==> config.mk <==
export PLATFORM = sky130hd
export DESIGN_NAME = inst_fetch_unit
export DESIGN_NICKNAME = d
export VERILOG_FILES = /design/src/rtl/inst_fetch_unit.sv
export SDC_FILE = /design/constraint.sdc
export NUM_CORES = 1
export LEC_CHECK = 0
export ABC_AREA = 1
export ABC_CLOCK_PERIOD_IN_PS = 2800
export CORE_AREA = 8 8 149 151
export DETAILED_ROUTE_END_ITERATION = 8
export DIE_AREA = 0 0 157 159
export HOLD_SLACK_MARGIN = 0.12
export PLACE_DENSITY_LB_ADDON = 0.3
export SKIP_CTS_REPAIR_TIMING = 1
export SYNTH_ARGS = -nofsm -noshare
export SYNTH_HDL_FRONTEND = slang
export SYNTH_SLANG_ARGS = --single-unit
==> constraint.sdc <==
create_clock -name clk -period 2.8 [get_ports clk]
set_clock_uncertainty 0.1 [all_clocks]
set_input_delay 0.56 -clock clk [delete_from_list [all_inputs] [get_ports clk]]
set_output_delay 0.56 -clock clk [all_outputs]
set_load 0.01 [all_outputs]
==> src/rtl/inst_fetch_unit.sv <==
// ----------------------------------------------------------------------------
// inst_fetch_unit
//
// Front end of the single-issue RISC-V core. Holds the fetch PC, requests
// 32-bit instruction words from instruction memory over a req/ack interface,
// buffers them in a small FIFO and presents {inst, inst_pc} to the decoder
// with a valid/ready handshake. Branch/jump redirects flush the queue and
// discard any wrong-path fetch that is still in flight.
//
// Optional feature (macro IFU_BYPASS_EN): with the queue empty, an accepted
// memory word is presented to the decoder in the ack cycle itself and is only
// written into the queue if the decoder does not take it.
//
// Ports:
//   clk            in   core clock, rising edge
//   rst            in   synchronous active-high reset
//   imem_ren       out  fetch request, held with imem_addr until imem_ack
//   imem_addr      out  word-aligned fetch address
//   imem_ack       in   memory completion, imem_rdata valid this cycle
//   imem_rdata     in   fetched instruction word
//   inst_valid     out  queue head valid toward decoder
//   inst           out  queue head instruction
//   inst_pc        out  PC of queue head
//   inst_ready     in   decoder accepts head this cycle
//   redirect_valid in   taken branch/jump pulse
//   redirect_pc    in   new fetch target (low two bits ignored)
// ----------------------------------------------------------------------------
module inst_fetch_unit #(
    parameter int unsigned     BITS     = 32,
    parameter logic [BITS-1:0] RESET_PC = '0,
    parameter int unsigned     Q_DEPTH  = 2
) (
    input  logic            clk,
    input  logic            rst,
    output logic            imem_ren,
    output logic [BITS-1:0] imem_addr,
    input  logic            imem_ack,
    input  logic [BITS-1:0] imem_rdata,
    output logic            inst_valid,
    output logic [BITS-1:0] inst,
    output logic [BITS-1:0] inst_pc,
    input  logic            inst_ready,
    input  logic            redirect_valid,
    input  logic [BITS-1:0] redirect_pc
);

    localparam int unsigned     PtrW     = (Q_DEPTH > 1) ? $clog2(Q_DEPTH) : 1;
    localparam int unsigned     CntW     = $clog2(Q_DEPTH + 1);
    localparam logic [CntW-1:0] DepthCnt = CntW'(Q_DEPTH);

    typedef enum logic [1:0] {
        StIdle,
        StReq,
        StDrop
    } state_e;

    state_e          state_q;
    logic            imem_ren_q;
    logic [BITS-1:0] imem_addr_q;
    logic [BITS-1:0] fetch_pc_q;

    logic [BITS-1:0] q_inst_q [Q_DEPTH];
    logic [BITS-1:0] q_pc_q   [Q_DEPTH];
    logic [PtrW-1:0] rd_ptr_q;
    logic [PtrW-1:0] wr_ptr_q;
    logic [CntW-1:0] count_q;

    logic            head_valid;
    logic            pop;
    logic            accept;
    logic            push;
    logic            bypass_take;
    logic [CntW-1:0] count_after_pop;
    logic [BITS-1:0] redirect_tgt;

    assign redirect_tgt    = redirect_pc & ~BITS'(3);
    assign head_valid      = (count_q != '0);
    assign pop             = head_valid & inst_ready;
    // A live (non-dropped) fetch completes and is not cancelled by a redirect.
    assign accept          = (state_q == StReq) & imem_ack & ~redirect_valid;
    assign push            = accept & ~bypass_take;
    assign count_after_pop = count_q - CntW'(pop);

`ifdef IFU_BYPASS_EN
    logic bypass_hit;

    assign bypass_hit  = accept & ~head_valid;
    assign bypass_take = bypass_hit & inst_ready;
    assign inst_valid  = head_valid | bypass_hit;
    assign inst        = bypass_hit ? imem_rdata : q_inst_q[rd_ptr_q];
    assign inst_pc     = bypass_hit ? fetch_pc_q : q_pc_q[rd_ptr_q];
`else
    assign bypass_take = 1'b0;
    assign inst_valid  = head_valid;
    assign inst        = q_inst_q[rd_ptr_q];
    assign inst_pc     = q_pc_q[rd_ptr_q];
`endif

    assign imem_ren  = imem_ren_q;
    assign imem_addr = imem_addr_q;

    // Instruction queue. A redirect flushes after any same-cycle pop.
    always_ff @(posedge clk) begin
        if (rst) begin
            rd_ptr_q <= '0;
            wr_ptr_q <= '0;
            count_q  <= '0;
            for (int unsigned i = 0; i < Q_DEPTH; i++) begin
                q_inst_q[i] <= '0;
                q_pc_q[i]   <= '0;
            end
        end else begin
            if (push) begin
                q_inst_q[wr_ptr_q] <= imem_rdata;
                q_pc_q[wr_ptr_q]   <= fetch_pc_q;
            end
            if (redirect_valid) begin
                rd_ptr_q <= '0;
                wr_ptr_q <= '0;
                count_q  <= '0;
            end else begin
                if (push) wr_ptr_q <= wr_ptr_q + PtrW'(1);
                if (pop)  rd_ptr_q <= rd_ptr_q + PtrW'(1);
                count_q <= count_q + CntW'(push) - CntW'(pop);
            end
        end
    end

    // Fetch FSM. imem_ren/imem_addr are registered alongside the state so the
    // request stays stable, including the old address while draining a drop.
    always_ff @(posedge clk) begin
        if (rst) begin
            state_q     <= StIdle;
            imem_ren_q  <= 1'b0;
            imem_addr_q <= RESET_PC;
            fetch_pc_q  <= RESET_PC;
        end else begin
            if (redirect_valid) begin
                fetch_pc_q <= redirect_tgt;
            end else if (accept) begin
                fetch_pc_q <= fetch_pc_q + BITS'(4);
            end

            case (state_q)
                StIdle: begin
                    // Only one request is ever outstanding, so in IDLE a slot
                    // is free exactly when the post-pop count is below depth.
                    if (!redirect_valid && (count_after_pop < DepthCnt)) begin
                        state_q     <= StReq;
                        imem_ren_q  <= 1'b1;
                        imem_addr_q <= fetch_pc_q;
                    end
                end
                StReq: begin
                    if (imem_ack) begin
                        state_q    <= StIdle;
                        imem_ren_q <= 1'b0;
                    end else if (redirect_valid) begin
                        state_q <= StDrop;
                    end
                end
                StDrop: begin
                    if (imem_ack) begin
                        state_q    <= StIdle;
                        imem_ren_q <= 1'b0;
                    end
                end
                default: begin
                    state_q    <= StIdle;
                    imem_ren_q <= 1'b0;
                end
            endcase
        end
    end

endmodule

==> metrics list, run 1 <==
- The run finished with clean final reports.
* TritonCTS clock tree: yes
- Number of global-route vias before repair: 6567
- In the final layout, flip-flops and latches occupy 5090 µm².
* Max Transition Viols Final: 0
* Number of setup violations in the final report: 0
- Type of element capturing the critical path: primary output
* Num Clock Sinks: 192
- Averaged over all synthesized cells, the footprint is 9.58 µm².
- The most used flip-flop cell after synthesis is edfxtp_1.
- Worst EP arrival: between 2000 and 2500 ps
- Global routing used 17.7% of the available tracks.
- The number of different library cells used by synthesis comes to 34.
* Leading area contributor after synthesis: edfxtp_1
- The layout has 1770 filler cells.
* Post-layout net count: 1155
- Vias per cell: 4.95
- Detailed-route via count: 6743
- Combined area of the multi-input logic cells: slightly above 3000 µm²
- The initial antenna violation count is 0.
* Area Growth Syn to Fin: 28.6%
- Ranked by instance count, the synthesized netlist is headed by nor2_1 (167), inv_1 (125), edfxtp_1 (124).
- Master of the slowest instance on the critical path: clkdlybuf4s50_1
- The initialized floorplan defines 52 standard-cell rows.
- The signal on the critical path passes through buf_12, mux2_2, clkdlybuf4s50_1.
* Period utilization: 96.9%
- On the worst path, the slowest cell contributes a delay of 490 ps.
- Worst Path Class, Setup: reg2out
* Top-count cell post-synth: nor2_1
- 0 antenna diodes ended up in the layout.
- After layout, the minimum clock period comes to 2710 ps.
* Largest voltage drop on the vdd net: 450 µV
* Total count of hold-check failures in the final report: 0
* Yosys warns: 0
- Post-synthesis instance area: approximately 8800 µm²
- Once detailed placement completed, the half-perimeter wirelength came to 15300 µm.
- Share of flip-flops with an asynchronous set or reset after synthesis: 0%
* Number of I/O pins: 167
- Number of detailed-route iterations in the first pass: 5
- Number of remaining DRC errors: 0
* Class of the tightest hold or removal check: reg2reg
- Top fanout value on the critical path: 62
* H-tree Lvls: 4
- Required arrival time at the worst endpoint: about 2100 ps
- Synthesis handed over a netlist of 920 instances.
* Category of the worst setup path launch point: register
- Maximum clock rate: 369 MHz
* Routed wire length: 21900 µm
* Number of synthesized register bits: 192
- Setup repair after global routing left no endpoint under its margin.
- Worst hold slack after final layout: between 300 and 400 ps
* Cell types with the largest area share after synthesis: edfxtp_1 (42%), dfxtp_1 (15%), mux2_2 (7.9%), nor2_1 (7.1%), inv_1 (5.3%)
* Die boundary width: 157 µm
- Together, buffers and inverters on the worst path number 2.
- The die covers 25000 µm².
- CTS Root Cell: clkbuf_16
* Largest net degree at the start of global routing: 63
- Synth top area share: a little over two fifths
- In this run the remaining antenna-violating nets after routing total 0.
- Among cell families on the critical path, the largest total delay comes from buffers and inverters.
* Max-cap violation count: 0
- In the final layout, the share of cells above drive strength 1 is 13.6%.
- Sequential-to-total area share from yosys stat: between 50% and 60%
- Core Footprint: between 15000 and 20000 µm²
- For this design the static power due to leakage is 4.37 nW.
- Wire length per cell: 16.1 µm
* Number of buffers created by CTS: 17
- Clock-pin slew of the registers on the worst-case setup and hold paths: 80 ps
- Clock latency on the worst-skew pair, taken at its later pin, is 430 ps.
- At the end of routability-driven placement, the weighted congestion stood at 0.870.
- The count of buffers added on input and output ports is between 150 and 200.
- Residual overflow from global routing: 0
* Chip Height: 159 µm
* Maximum count of clock buffers along a single path: 2
- In this run, synthesis inferred 124 flip-flops with an integrated enable.
- The first routing iteration left approximately 520 violations.
- Once the floorplan was initialized, standard cells occupied 44.4% of the core.
- Total Neg Setup Slack: 0 ps
- Dividing total power by cell area gives a power density of 608 nW/µm².
- First-pass GRT wire length: 34400 µm
## layout by cell type (no fill, tap or decap), types with 8 or more instances in the layout
master           netlist  layout
a31oi_1                8       8
mux2_2                62      62
edfxtp_1             124     124
o21ai_1               15      15
buf_4                  5      14
clkbuf_16              0      17
o21ai_0               48      48
nand2_1              114     112
nor2_1               167     167
xor2_1                10      10
nand3_1               25      23
dfxtp_1               68      67
nor2_4                 9       9
clkdlybuf4s50_1        0     160
a21oi_1               59      59
inv_1                125     125
## per-layer routing
metal | share of wire, % | track usage [%] | vias to the layer above
met4 | 0.86 | 4.20 | 0
met1 | 43 | 21.8 | 3202
met3 | 6.7 | 4.34 | 15
met5 | 0 | 0 | -
met2 | 49 | 30.6 | 221
li1 | - | - | 3305
## stage by stage
stage	cell area, µm²	power [W]	cells	util (%)	setup WS, ps
finish	11300	0.00689	1362	57.1	86.4
global route	11300	0.00719	1362	57.1	23.4
floorplan	8830	0.00401	923	-	292
detailed placement	10800	0.00462	1330	54.3	327
global placement	10800	0.00460	1330	54.3	367
CTS	11300	0.00695	1362	57.1	85.7
## registers in the layout, summed over array words and instances (netlist names), named ones only
register    flops
q_pc_q         60
wr_ptr_q        1
rd_ptr_q        1
imem_ren        1
count_q         2
q_inst_q       64
imem_addr      30
fetch_pc_q     30
state_q         2
## power by group
group | switching [W] | leakage (nW) | total, W | internal [W]
clock network | 0.00110 | 0.273 | 0.00234 | 0.00124
logic | 0.000622 | 2.26 | 0.00119 | 0.000569
registers | 0.000120 | 1.84 | 0.00336 | 0.00324
## worst reg2reg max path: stages, from the launching register on
cell and delay (ps):
dfxtp_1 340, inv_1 100, ha_1 210, nand2_2 120, nor2_4 140, inv_1 80, ha_1 280, inv_1 40
ha_1 180, or2_2 290, a21oi_1 120
## final timing paths
kind / start / to / slack [ps] / depth (start not counted)
worst max-delay path: register / inst_pc[29] / 90 / 3
worst min-delay path: imem_addr[31] / imem_addr[31] / 340 / 2
worst max register to register: state_q[1] / count_q[1] / 740 / 10
worst min register to register: imem_addr[31] / imem_addr[31] / 340 / 2
## cell families (layout without fill, tap and decap cells)
group | count (synthesis) | in the layout | share of synthesized area (%)
flip-flops | 192 | 192 | 57.7
AND/OR/NAND/NOR | 340 | 340 | 16.4
adder cells (fa/ha/maj) | 7 | 7 | 0.994
XOR/XNOR | 11 | 11 | 1.09
buffers and inverters | 173 | 342 | 8.01
multiplexers | 62 | 62 | 7.92
AO/OA/AOI/OAI | 134 | 134 | 7.85
other | 1 | 4 | 0.0425
## layout make-up
class	instances	area share [%]
clock buffer	17	3.75
clock inverter	15	1.18
tap	270	2.98
inverter	131	4.34
sequential	192	44.9
multi-input combinational	558	26.9
timing repair buffer	179	15.9
Note: power is estimated with default switching activity, not from simulation.
==> run 2: changes to the inputs <==
- CORE_AREA: 8 8 149 151 -> 8 8 146 148
- DIE_AREA: 0 0 157 159 -> 0 0 154 156
==> metrics list, run 2 (same netlist as run 1, synthesis figures left out) <==
- Summed over all cells, the static leakage comes to 4.43 nW.
- Count of buffering cells on the critical path with inverters included: 2
- For the finished layout, the period the worst path requires is around 2700 ps.
* Category of the worst setup path launch point: register
* Num Clock Sinks: 192
- The initial antenna violation count was 0.
* Final estimated routing congestion in global placement: 0.889
- Ranked by flip-flop count, first place goes to q_inst_q.
* Area Growth Syn to Fin: 29.4%
* Largest net degree at the start of global routing: 63
* Maximum clock rate: around 370 MHz
* Top cell family by delay on the critical path: buffers and inverters
- The min-delay analysis places its worst path in the category reg2reg.
- For flop-to-flop paths, the worst setup slack is 770 ps.
- The die covers 24000 µm².
- Number of global-route vias before repair: 6693
- CTS Root Cell: clkbuf_16
* Type of element capturing the critical path: primary output
* Post-DP Area: about 11000 µm²
- The largest individual stage delay along the critical path comes from the cell clkdlybuf4s50_1.
* Routed met3 length: 1300 µm
- Inst Count DP: 1298
- Number of buffers created by CTS: 17
- Max Transition Viols Final: 0
- Number of remaining DRC errors: 0
- Top fanout value on the critical path: 62
- The filler cells instantiated in the layout total around 1700.
- Number of setup violations in the final report: 0
- At the worst endpoint, the required time is roughly 2100 ps.
* Setup repair after global routing missed its margin: false
- Commonest non-fill, non-tap cells in the layout: nor2_1 (167), clkdlybuf4s50_1 (160), inv_1 (125), edfxtp_1 (124), nand2_1 (112)
- Clock-pin slew of the registers on the worst-case setup and hold paths: ~70 ps
* Crit Reg-Reg Endpoint: count_q[1]
- Chip Height: 156 µm
- The register with the most flip-flops in the layout has 64 of them.
- Leading cell type in the layout, fill and taps excluded: nor2_1
- Placed wire-length estimate after detailed placement: 15100 µm
* Worst R2R Start: state_q[1]
* Path length in cells of the critical path: 3
* Number of detailed-route iterations in the first pass: 9
* Met2 WL: ~11000 µm
- Count of nets left with antenna violations after detail routing: 0
- Residual overflow from global routing: 0
* First-pass GRT wire length: 34800 µm
- Cells traversed along the worst timing path: buf_16, mux2_2, clkdlybuf4s50_1
- The clock passes through at most 2 buffers.
- In the final routing, the length of wire on met1 measures 9660 µm.
* Initial Utilization: 46.2%
- Highest layer used for signal routing: met4
* Largest voltage drop on the vdd net: 424 µV
- Summed over all layers, the routed wires come to 22200 µm.
- Core Footprint: 19100 µm²
- TritonCTS built the clock tree.
- Power per cell area: 625 nW/µm²
- Following the worst setup path forward leads to its endpoint at inst_pc[20].
* Ant. Diodes: 0
- Maximum single-stage delay on the critical path: 490 ps
- Port Buffers: 160
* Total count of hold-check failures in the final report: 0
- For the worst setup path, the data arrival time is 2050 ps.
- The tool flagged a number of max-cap violations equal to 0.
- The clock tree synthesis step divided the H-tree into 4 levels.
- Clock insertion delay at the later pin of the skew report: 440 ps
* Result of the run: finished, final reports clean
* Number of standard cells in the layout, taps in and fillers out: 1330
* Initial DRC count: 430
- During I/O placement, the number of pins put on the boundary was about 170.
* Post-layout net count: approximately 1200
* Wire length per cell: 16.7 µm
* Worst-case reg-to-reg path depth: 10
* Die boundary width: between 150 and 200 µm
- Leading registers by flop count: q_inst_q (64), q_pc_q (60)
- The critical path is of the reg2out type.
- In the routed layout, each cell is associated on average with a via count of slightly above 5.
- Setup total negative slack on the finished layout was measured at 0 ps.
- Across all layers, the routed design uses roughly 6700 vias.
- Period utilization: 96.7%
- In the final layout, the share of cells above drive strength 1 is a little over an eighth.
- Core utilization of the finished layout: 59.8%
- After routing the design area is 11400 µm².
- Global routing consumed, over all layers together, approximately 19% of the routing resources.
* Number of rows in the core area: a little over 50
-- run 2: changes by cell type in the layout (fill, tap and decap cells not counted), sizes merged --
cell	previous run	this run
bufinv	1	4
inv	136	134
clkbuf	17	18
clkinv	7	6
clkinvlp	2	1
-- run 2: worst min path at each step --
stage | start | cells after the start | slack (ps) | to
after floorplan | rd_ptr_q | 1 | 330 | register
after global placement | imem_addr[24] | 2 | 330 | imem_addr[24]
after detailed placement | imem_addr[10] | 2 | 340 | imem_addr[10]
after CTS | imem_addr[10] | 2 | 350 | imem_addr[10]
after global routing | imem_addr[9] | 2 | 360 | imem_addr[9]
final | imem_addr[20] | 2 | 340 | imem_addr[20]
-- run 2: where the power goes --
part	switching, W	internal, W	total (W)	leakage [nW]
logic	0.000629	0.000586	0.00121	2.29
clock network	0.00106	0.00150	0.00255	0.300
registers	0.000122	0.00324	0.00336	1.84
total	0.00181	0.00532	0.00713	4.43
-- run 2: layout make-up --
| cell class | count | area [µm²] | share of cell area, % |
|---|---|---|---|
| Multi-Input combinational cell | 558 | 3050 | 26.7 |
| Tap cell | 238 | 298 | 2.61 |
| Clock inverter | 14 | 185 | 1.62 |
| Timing Repair Buffer | 179 | 1860 | 16.3 |
| Clock buffer | 18 | 429 | 3.76 |
| Sequential cell | 192 | 5090 | 44.6 |
| Inverter | 131 | 492 | 4.31 |
-- run 2: tightest hold or removal path: cells and delay by family, from the launching register on --
kind	cells	cell delay, ps
compound gates	1	50
buf+inv	1	40
flops	1	310
-- run 2: per-layer routing --
| metal | vias up | global-route usage, % |
|---|---|---|
| met2 | 189 | 31.6 |
| met5 | - | 0 |
| met3 | 23 | 4.68 |
| met1 | 3185 | 22.8 |
| li1 | 3301 | - |
| met4 | 0 | 5.74 |
-- run 2: through the flow --
stage	hold slack [ps]	total power [W]	setup WS, ps
after global routing	363	0.00743	3.87
after detailed placement	337	0.00465	214
final	342	0.00713	92.8
after CTS	347	0.00718	75.2
after floorplan	325	0.00401	292
after global placement	333	0.00462	231
==> run 3: changes to the inputs <==
==> constraint.sdc (replaced) <==
create_clock -name clk -period 2.8 [get_ports clk]
set_clock_uncertainty 0.1 [all_clocks]
set_input_delay 0.84 -clock clk [delete_from_list [all_inputs] [get_ports clk]]
set_output_delay 0.84 -clock clk [all_outputs]
set_load 0.01 [all_outputs]
==> metrics list, run 3 (same netlist as run 1, synthesis figures left out) <==
- Internal power comes to 0.00506 W.
- Area of the die: 24000 µm²
- After legalization and detailed placement, the total HPWL measured 15100 µm.
* Met1 Resource Use GR: 22.8%
- Class of the tightest hold or removal check: reg2reg
* Vias per cell: 5.06
- Commonest non-fill, non-tap cells in the layout: nor2_1 (167), inv_1 (125), edfxtp_1 (124), nand2_1 (112), clkdlybuf4s50_1 (98)
- Number of fillers in the final layout: about 1600
- Inst Count DP: 1302
* Final estimated routing congestion in global placement: 0.901
- Fraction of final layout cells sized beyond drive strength 1: 14.1%
- Combined area of the multi-input logic cells: 3050 µm²
- Initial Utilization: 46.2%
* Max-cap violation count: 0
- Most heavily used metal layer in global routing: met2
- The final number of hold-violating endpoints is 0.
* Clock-pin slew of the registers on the worst-case setup and hold paths: 70 ps
* Max Transition Viols Final: 0
* Post-route worst setup slack: just under 100 ps
- Net Sw Frac: 26.6%
- Area Growth Syn to Fin: 31.3%
- Largest voltage drop on the vdd net: 451 µV
- Counting instances, the worst hold path has a depth of 2.
* Routed wire length: 22400 µm
- Static leakage power: between 5 and 6 nW
- Maximum count of clock buffers along a single path: 2
* Post-DP Area: 10800 µm²
- Summing all flip-flop and latch instances after layout gives 5090 µm².
- After the flow finishes, the layout carries non-filler instances totaling about 1300.
- First-pass GRT wire length: 34600 µm
- Summed over all nets, the switching power comes to 0.00183 W.
- The detail route stage leaves a number of antenna-violating nets equal to 0.
* Period utilization: between 90 and 100%
- Per report_power, the clock group accounts for between 30% and 40% of the total.
- Setup repair after global routing missed its margin: false
- Number of I/O pins: 167
- Top fanout value on the critical path: 19
- Prior to clock tree synthesis, the placed netlist has a worst setup slack of ~94 ps.
* Crit Reg-Reg Endpoint: count_q[1]
- After floorplanning, the core was sized to cover ~19000 µm².
- Flip-flop count of the largest register, all copies and words added: 64
* Met2 routing resource usage after global routing: 31.1%
- Entering global routing, the biggest net connects 61 pins.
* Initial DRC count: 452
* Clock insertion delay at the later pin of the skew report: 430 ps
* TritonCTS clock tree: yes
- H-tree Lvls: 4
- Data arrives at the worst endpoint at 1760 ps.
* Power per cell area: 595 nW/µm²
* Residual overflow from global routing: 0
* Port Buffers: 160
* Number of buffers created by CTS: 17
- Wire length per cell: 16.7 µm
* Maximum clock rate: 370 MHz
- Final critical delay including setup and external delays: about 2700 ps
- The die is 156 µm tall.
- Global routing usage summed across all routing layers: 18.3%
- Worst hold slack after final layout: 345 ps
- Type of element capturing the critical path: primary output
* Register with the most flip-flops: q_inst_q
* Register-to-register setup slack: about 830 ps
* Number of setup violations in the final report: 0
- Number of detailed-route iterations in the first pass: 5
- Total power after layout: 0.00689 W
- Required arrival time at the worst endpoint: 1860 ps
- Of the total power, combinational logic draws 17.4%.
* Worst Path Class, Setup: reg2out
- The largest registers in the layout are q_inst_q (64), q_pc_q (60).
* Number of remaining DRC errors: 0
* Ant. Diodes: 0
- The worst setup path is launched from a register.
* Leading cell type in the layout, fill and taps excluded: nor2_1
- The tree built by TritonCTS fans out to 192 sinks.
- Clock tree synthesis selected as its root buffer the cell clkbuf_16.
- Terminating pin of the worst hold path: imem_addr[14]
- Worst R2R Start: state_q[1]
- In this run the most critical hold path is launched from imem_addr[14].
- For met3 alone, demand over resource in global routing was 4.02%.
- Worst-case reg-to-reg path depth: 10
- The number of global-route vias before repair is 6590.
- Sequential cells burn 48.8% of the power.
- The final layout contains around 1200 nets.
* Post-Layout Inst Area: 11600 µm²
- The initial antenna violation count was 0.
- Die boundary width: 154 µm
* Number of rows in the core area: 51
- The routed layout has 6776 vias.
- Result of the run: finished, final reports clean
run 3: cell count changes in the layout (fill, tap and decap cells not counted), sizes merged:
cell           previous run  this run
clkdlybuf4s50           160        98
dlymetal6s2s              0        62
buf                      19        26
bufinv                    4         0
clkbuf                   18        22
clkinv                    6         8
clkinvlp                  1         0
run 3: final cells by class:
| type | count | share of cell area, % |
|---|---|---|
| clock buffers | 21 | 4.17 |
| well taps | 238 | 2.57 |
| multi-input cells | 558 | 26.4 |
| repair buffers | 187 | 18.0 |
| flip-flops and latches | 192 | 44.0 |
| clock inverters | 11 | 0.670 |
| inverters | 131 | 4.25 |
run 3: how the worst max path moves through the flow:
| stage | startpoint | endpoint | slack, ps | cells past startpoint |
|---|---|---|---|---|
| 2_1_floorplan | imem_ack | q_inst_q[0][0] | 60 | 5 |
| 3_3_place_gp | imem_ack | count_q[1] | 130 | 9 |
| 3_5_place_dp | imem_ack | count_q[1] | 90 | 9 |
| 4_1_cts | register | inst_pc[14] | -180 | 3 |
| 5_1_grt | register | inst_pc[19] | 50 | 4 |
| 6_report | register | inst_pc[19] | 100 | 4 |
run 3: per-layer routing:
metal	up-vias	part of all wire, %
li1	3334	-
met1	3190	45
met2	222	48
met3	30	6.1
met4	0	1.7
met5	-	0
run 3: critical path: stages (launching register included):
cell            delay [ps]
dfxtp_4                460
buf_12                 210
buf_4                  130
mux2_2                 320
dlymetal6s2s_1         200
run 3: power groups by stage:
stage / logic, W / clock network, W / registers (W)
after floorplan: 0.000567 / 0 / 0.00344
after global placement: 0.00120 / 0 / 0.00341
after detailed placement: 0.00122 / 0 / 0.00342
after CTS: 0.00123 / 0.00235 / 0.00336
after global routing: 0.00131 / 0.00246 / 0.00339
final: 0.00120 / 0.00233 / 0.00336
run 3: per-stage QoR:
| stage | TNS, ps | util [%] |
|---|---|---|
| after floorplan | 0 | - |
| after global placement | 0 | 56.6 |
| after detailed placement | 0 | 56.6 |
| after CTS | -7400 | 59.5 |
| after global routing | 0 | 60.7 |
| final | 0 | 60.7 |
